## src/rtl/pc_seq_if.sv

```systemverilog
// Decoder-to-sequencer op channel: one control-flow op per valid/ready handshake.
interface pc_seq_if #(
    parameter int ADDR_W = 19
);
    logic              op_valid;
    logic              op_ready;
    logic [2:0]        op_code;
    logic [ADDR_W-1:0] op_target;
    logic              zero_flag;

    modport master (output op_valid, op_code, op_target, zero_flag, input op_ready);
    modport slave  (input op_valid, op_code, op_target, zero_flag, output op_ready);
endinterface

```

## src/rtl/pc_sequencer.sv

```systemverilog
// Program-counter sequencer: step/jump/branch/call/return/halt with an internal
// return-address stack; stack over/underflow parks the block in FAULT until reset.
module pc_sequencer #(
    parameter int ADDR_W    = 19,
    parameter int RAS_DEPTH = 8,
    parameter int RESET_VEC = 0,
    localparam int SP_W     = $clog2(RAS_DEPTH) + 1
) (
    input  logic              clk,
    input  logic              rst_n,
    pc_seq_if.slave           op_if,
    input  logic              resume,
    output logic [ADDR_W-1:0] pc,
    output logic              pc_valid,
    output logic              halted,
    output logic              fault,
    output logic [SP_W-1:0]   sp
);
    localparam int IDX_W = $clog2(RAS_DEPTH);

    localparam logic [2:0] OP_JMP  = 3'd1;
    localparam logic [2:0] OP_BEQ  = 3'd2;
    localparam logic [2:0] OP_BNE  = 3'd3;
    localparam logic [2:0] OP_CALL = 3'd4;
    localparam logic [2:0] OP_RET  = 3'd5;
    localparam logic [2:0] OP_HALT = 3'd6;

    typedef enum logic [1:0] {RUN, HALT, FAULT} state_t;

    state_t            state, state_nxt;
    logic [ADDR_W-1:0] pc_nxt, pc_inc, ras_top;
    logic [SP_W-1:0]   sp_nxt, sp_dec;
    logic              push, accept;
    logic [ADDR_W-1:0] ras [RAS_DEPTH];

    assign op_if.op_ready = (state == RUN);
    assign pc_valid       = (state != FAULT);
    assign halted         = (state == HALT);
    assign fault          = (state == FAULT);

    assign accept  = op_if.op_valid & op_if.op_ready;
    assign pc_inc  = pc + ADDR_W'(1);
    assign sp_dec  = sp - SP_W'(1);
    assign ras_top = ras[sp_dec[IDX_W-1:0]];

    always_comb begin
        state_nxt = state;
        pc_nxt    = pc;
        sp_nxt    = sp;
        push      = 1'b0;
        case (state)
            RUN: if (accept) begin
                case (op_if.op_code)
                    OP_JMP:  pc_nxt = op_if.op_target;
                    OP_BEQ:  pc_nxt = op_if.zero_flag ? op_if.op_target : pc_inc;
                    OP_BNE:  pc_nxt = op_if.zero_flag ? pc_inc : op_if.op_target;
                    OP_CALL: begin
                        if (sp == SP_W'(RAS_DEPTH)) begin
                            state_nxt = FAULT;
                        end else begin
                            push   = 1'b1;
                            sp_nxt = sp + SP_W'(1);
                            pc_nxt = op_if.op_target;
                        end
                    end
                    OP_RET: begin
                        if (sp == '0) begin
                            state_nxt = FAULT;
                        end else begin
                            sp_nxt = sp_dec;
                            pc_nxt = ras_top;
                        end
                    end
                    OP_HALT: state_nxt = HALT;
                    default: pc_nxt = pc_inc;  // SEQ and reserved code
                endcase
            end
            HALT: if (resume) begin
                state_nxt = RUN;
                pc_nxt    = pc_inc;
            end
            default: ;
        endcase
    end

    always_ff @(posedge clk or negedge rst_n) begin
        if (!rst_n) begin
            state <= RUN;
            pc    <= ADDR_W'(RESET_VEC);
            sp    <= '0;
        end else begin
            state <= state_nxt;
            pc    <= pc_nxt;
            sp    <= sp_nxt;
        end
    end

    // Stack contents need no reset: sp alone defines which entries are live.
    always_ff @(posedge clk) begin
        if (push) ras[sp[IDX_W-1:0]] <= pc_inc;
    end
endmodule

```

## src/flat_wrapper.sv

```systemverilog
// flat-port wrapper written by rule: the top's interface ports become plain ports
module pc_sequencer_flat 
#(
    parameter int ADDR_W    = 19,
    parameter int RAS_DEPTH = 8,
    parameter int RESET_VEC = 0,
    localparam int SP_W     = $clog2(RAS_DEPTH) + 1
)
  (clk, rst_n, resume, pc, pc_valid, halted, fault, sp, op_if_op_valid, op_if_op_code, op_if_op_target, op_if_zero_flag, op_if_op_ready);
  pc_seq_if #(.ADDR_W(ADDR_W)) op_if_i ();
  input  logic clk;
  input  logic rst_n;
  input  logic resume;
  output logic [ADDR_W-1:0] pc;
  output logic pc_valid;
  output logic halted;
  output logic fault;
  output logic [SP_W-1:0] sp;
  input wire logic [$bits(op_if_i.op_valid)-1:0] op_if_op_valid;
  input wire logic [$bits(op_if_i.op_code)-1:0] op_if_op_code;
  input wire logic [$bits(op_if_i.op_target)-1:0] op_if_op_target;
  input wire logic [$bits(op_if_i.zero_flag)-1:0] op_if_zero_flag;
  output wire logic [$bits(op_if_i.op_ready)-1:0] op_if_op_ready;
  assign op_if_i.op_valid = op_if_op_valid;
  assign op_if_i.op_code = op_if_op_code;
  assign op_if_i.op_target = op_if_op_target;
  assign op_if_i.zero_flag = op_if_zero_flag;
  assign op_if_op_ready = op_if_i.op_ready;
  pc_sequencer #(.ADDR_W(ADDR_W), .RAS_DEPTH(RAS_DEPTH), .RESET_VEC(RESET_VEC)) u_core (.clk(clk), .rst_n(rst_n), .op_if(op_if_i), .resume(resume), .pc(pc), .pc_valid(pc_valid), .halted(halted), .fault(fault), .sp(sp));
endmodule
```

## config.mk

```make
export PLATFORM = sky130hd
export DESIGN_NAME = pc_sequencer_flat
export DESIGN_NICKNAME = d
export VERILOG_FILES = /design/src/rtl/pc_seq_if.sv /design/src/rtl/pc_sequencer.sv /design/src/flat_wrapper.sv
export SDC_FILE = /design/constraint.sdc
export NUM_CORES = 1
export LEC_CHECK = 0
export ABC_CLOCK_PERIOD_IN_PS = 4260
export CORE_UTILIZATION = 50
export DETAILED_ROUTE_END_ITERATION = 7
export DONT_BUFFER_PORTS = 1
export GPL_TIMING_DRIVEN = 0
export PLACE_DENSITY_LB_ADDON = 0.25
export SYNTH_ARGS = -nofsm -noshare
export SYNTH_HDL_FRONTEND = slang
export SYNTH_SLANG_ARGS = --single-unit
export TNS_END_PERCENT = 10
```

## constraint.sdc

```tcl
create_clock -name clk -period 4.26 [get_ports clk]
set_input_delay 0.639 -clock clk [delete_from_list [all_inputs] [get_ports clk]]
set_output_delay 0.639 -clock clk [all_outputs]
set_load 0.02 [all_outputs]
```

==> load_flow_metrics.sql <==
INSERT INTO impl_metrics (metric_group, metric, value, unit) VALUES
('synthesis', 'synth_edf_count', '152', ''),
('synthesis', 'synth.mux.area_fraction', '0.119', ''),
('sta', 'fmaxAchievable', '243', 'MHz'),
('synthesis', 'sequential_fraction_of_the_synthesis_area', '0.655', ''),
('setup_path', 'regToRegEndpoint', 'u_core.pc[17]$_DFFE_PN0P_', ''),
('routing', 'wirelength', '19.8', 'mm'),
('setup_path', 'worstSetupEndpointType', 'register', ''),
('synthesis', 'synth-simple-area-share', '0.0906', ''),
('job', 'maximum_capacitance_violations', '0', ''),
('cells_and_area', 'most_common_library_cell_in_the_layout_ignoring_fill_and_taps', 'edfxtp_1', ''),
('global_routing', 'globalRouteTotalUtil', '0.259', ''),
('worst_hold_path', 'hold_path.class', 'in2async', ''),
('floorplanning', 'start_util', '0.517', ''),
('setup_path', 'crit_fanout', '10', ''),
('cells_and_area', 'finalNetCount', '595', ''),
('routing', 'via_count', '4864', ''),
('sta', 'finClkSkew', '0.00841', 'ns'),
('synthesis', 'synth_cell_types', '59', ''),
('cts', 'clkTransAtPathRegs', '0.07', 'ns'),
('cells_and_area', 'final_layout_size_suffix_gt1_frac', '0.192', ''),
('cts', 'worst_skew_pair.late_latency', '0.43', 'ns'),
('cts', 'clock_path_buffers', '2', ''),
('synthesis', 'yosys_warnings', '0', ''),
('setup_path', 'path_class', 'reg2reg', ''),
('routing', 'antenna_violating_nets_left', '0', ''),
('cts', 'cts.sinks', '177', ''),
('synthesis', 'synth_area_per_cell', '14.8', 'sq um'),
('sta', 'setup-tns-final', '0', 'ns'),
('placed_design', 'port_buffers', '0', ''),
('synthesis', 'synth_compound_gate_area_share', '0.0769', ''),
('synthesis', 'mappedNetlistNets', '565', ''),
('cts', 'post_cts_setup_repair_buffer_count', '0', ''),
('floorplanning', 'die_area', '16400', 'sq um'),
('cts', 'htree_levels', '4', ''),
('global_routing', 'grt_remaining_overflow', '0', ''),
('sta', 'timing.final.max_slew_violations', '0', ''),
('sta', 'hold_ws', '0.0236', 'ns'),
('placed_design', 'cell_area_after_placement', '8390', 'sq um'),
('synthesis', 'post_synth_fa_ha_maj_area_fraction', '0.0101', ''),
('sta', 'hold_viol_final', '0', ''),
('setup_path', 'r2r_slack', '0.15', 'ns'),
('synthesis', 'yosysTopAreaCellShare', '0.576', ''),
('synthesis', 'xor_and_xnor_fraction_of_the_mapped_netlist_area', '0.0264', ''),
('synthesis', 'syn-instance-count', '534', ''),
('outcome', 'status', 'completed', ''),
('setup_path', 'crit_end', 'u_core.pc[17]$_DFFE_PN0P_', ''),
('synthesis', 'synth.area.top_cells', 'edfxtp_1 (58%), mux4_2 (10%), dfrtp_1 (7.9%)', ''),
('synthesis', 'number_of_synthesized_register_bits', '177', ''),
('cells_and_area', 'multi_input_comb_area', '2630', 'sq um'),
('synthesis', 'synth_ff_type', 'edfxtp_1', ''),
('routing', 'routed_wirelength_normalized_by_instance_count', '25.1', 'um'),
('placed_design', 'hpwlAfterDp', '13.8', 'mm'),
('cts', 'clock-root-buffer', 'clkbuf_16', ''),
('cells_and_area', 'flow.area_growth_from_synthesis', '14.8', '%'),
('global_routing', 'first_global_vias', '4843', ''),
('cells_and_area', 'seq_area', '5190', 'sq um'),
('floorplanning', 'num_rows', '45', ''),
('floorplanning', 'die_height', '128', 'um'),
('global_routing', 'grt_first_pass_wirelength', '29.8', 'mm'),
('routing', 'drt-pass1-iter-count', '7', ''),
('setup_path', 'reg2reg_depth', '9', ''),
('power_and_ir_drop', 'power.ir.vdd_worst', '393', 'uV'),
('cells_and_area', 'finalInstanceArea', '9100', 'sq um'),
('power_and_ir_drop', 'power.density', '708', 'nW/um^2'),
('routing', 'dr_iter_0_viols', '641', ''),
('synthesis', 'mappedNetlistArea', '7920', 'sq um'),
('cells_and_area', 'filler_cell_count', '1199', ''),
('placed_design', 'routabilityCongestion', '0.885', ''),
('setup_path', 'worst_reg2reg_path_startpoint', 'u_core.sp[0]$_DFFE_PN0P_', ''),
('sta', 'maxSlewHeadroom', '0.112', ''),
('synthesis', 'netlist.top_cell.by_area', 'edfxtp_1', '');
==> layer usage <==
metal,routed length [um],vias up,track usage
met5,0,-,0
met4,353,0,0.102
met3,1380,34,0.0718
met2,9500,206,0.406
met1,8580,2491,0.345
li1,-,2133,-
==> how the worst min path moves through the flow <==
stage | start | end | slack (ns) | cells after the start
after global routing | rst_n | u_core.sp[3]$_DFFE_PN0P_ | 0.02 | 1
after global placement | rst_n | u_core.sp[2]$_DFFE_PN0P_ | 0.34 | 0
after CTS | rst_n | u_core.sp[2]$_DFFE_PN0P_ | 0.02 | 1
after floorplan | rst_n | u_core.pc[0]$_DFFE_PN0P_ | 0.34 | 0
after detailed placement | rst_n | u_core.sp[1]$_DFFE_PN0P_ | 0.34 | 0
final | rst_n | u_core.sp[3]$_DFFE_PN0P_ | 0.02 | 1
==> kinds of logic (layout without fill, tap and decap cells) <==
group,after synthesis,in the layout
flops,177,177
simple gates,151,151
compound gates,88,88
mux,49,49
buf+inv,39,82
xor+xnor,23,23
fa+ha+maj,7,7
other cells,0,1
==> repair_timing <==
action / CTS / global route
pin swaps: 0 / 0
gates resized for setup: 1 / 13
endpoints found under the setup margin: 44 / 141
hold endpoints to repair: 25 / 0
hold buffers: 1 / 0
==> cell usage after synthesis (3+ instances only) <==
library cell / instances
mux2i_1: 12
nand2_1: 55
ha_1: 4
inv_1: 12
a31oi_1: 3
nor3_1: 11
dfrtp_1: 25
nand3_1: 4
o22ai_1: 7
nand2b_1: 8
nor2_1: 40
and2_1: 3
a222oi_1: 3
a22oi_1: 3
xor2_1: 9
a221oi_1: 11
or3_1: 4
a21oi_1: 19
xnor2_1: 13
mux4_2: 36
buf_2: 11
nor2b_1: 6
clkbuf_1: 11
maj3_1: 3
o21ai_0: 22
edfxtp_1: 152
and3_1: 5
==> sequential cells by signal (all words and copies together), names as in the netlist <==
register,count
u_core.sp,4
u_core.state,2
u_core.ras,152
u_core.pc,19
==> cell type report <==
type                    instances  share of cell area
repair buffers                 11              0.0221
clock buffers                  18              0.0472
multi-input cells             318               0.289
flip-flops and latches        177               0.570
diodes                          1            0.000275
plain buffers                  27              0.0149
clock inverters                14              0.0223
well taps                     211              0.0290
inverters                      12             0.00495
==> critical path, cell delays in order (launching register included) <==
cell and delay [ns]:
dfrtp_1 0.52, buf_2 0.35, buf_2 0.38, inv_1 0.24
ha_1 0.33, xnor2_1 1.06, nor2_1 0.15, a221oi_1 0.53
a22oi_2 0.16, a211o_1 0.28
==> metrics by stage <==
stage | setup slack [ns] | std cells | util
6_report | 0.149 | 789 | 0.594
5_1_grt | -0.0484 | 789 | 0.594
4_1_cts | -0.104 | 788 | 0.591
3_5_place_dp | -0.0554 | 755 | 0.548
3_3_place_gp | -1.85 | 745 | 0.535
2_1_floorplan | 0.272 | 534 | -
==> power breakdown <==
group	switching, mW	total (mW)	internal [mW]
sequential	0.361	2.61	2.25
combinational	1.31	2.17	0.853
clock	0.674	1.67	0.991
No activity file was read; power rests on OpenSTA's default activity.
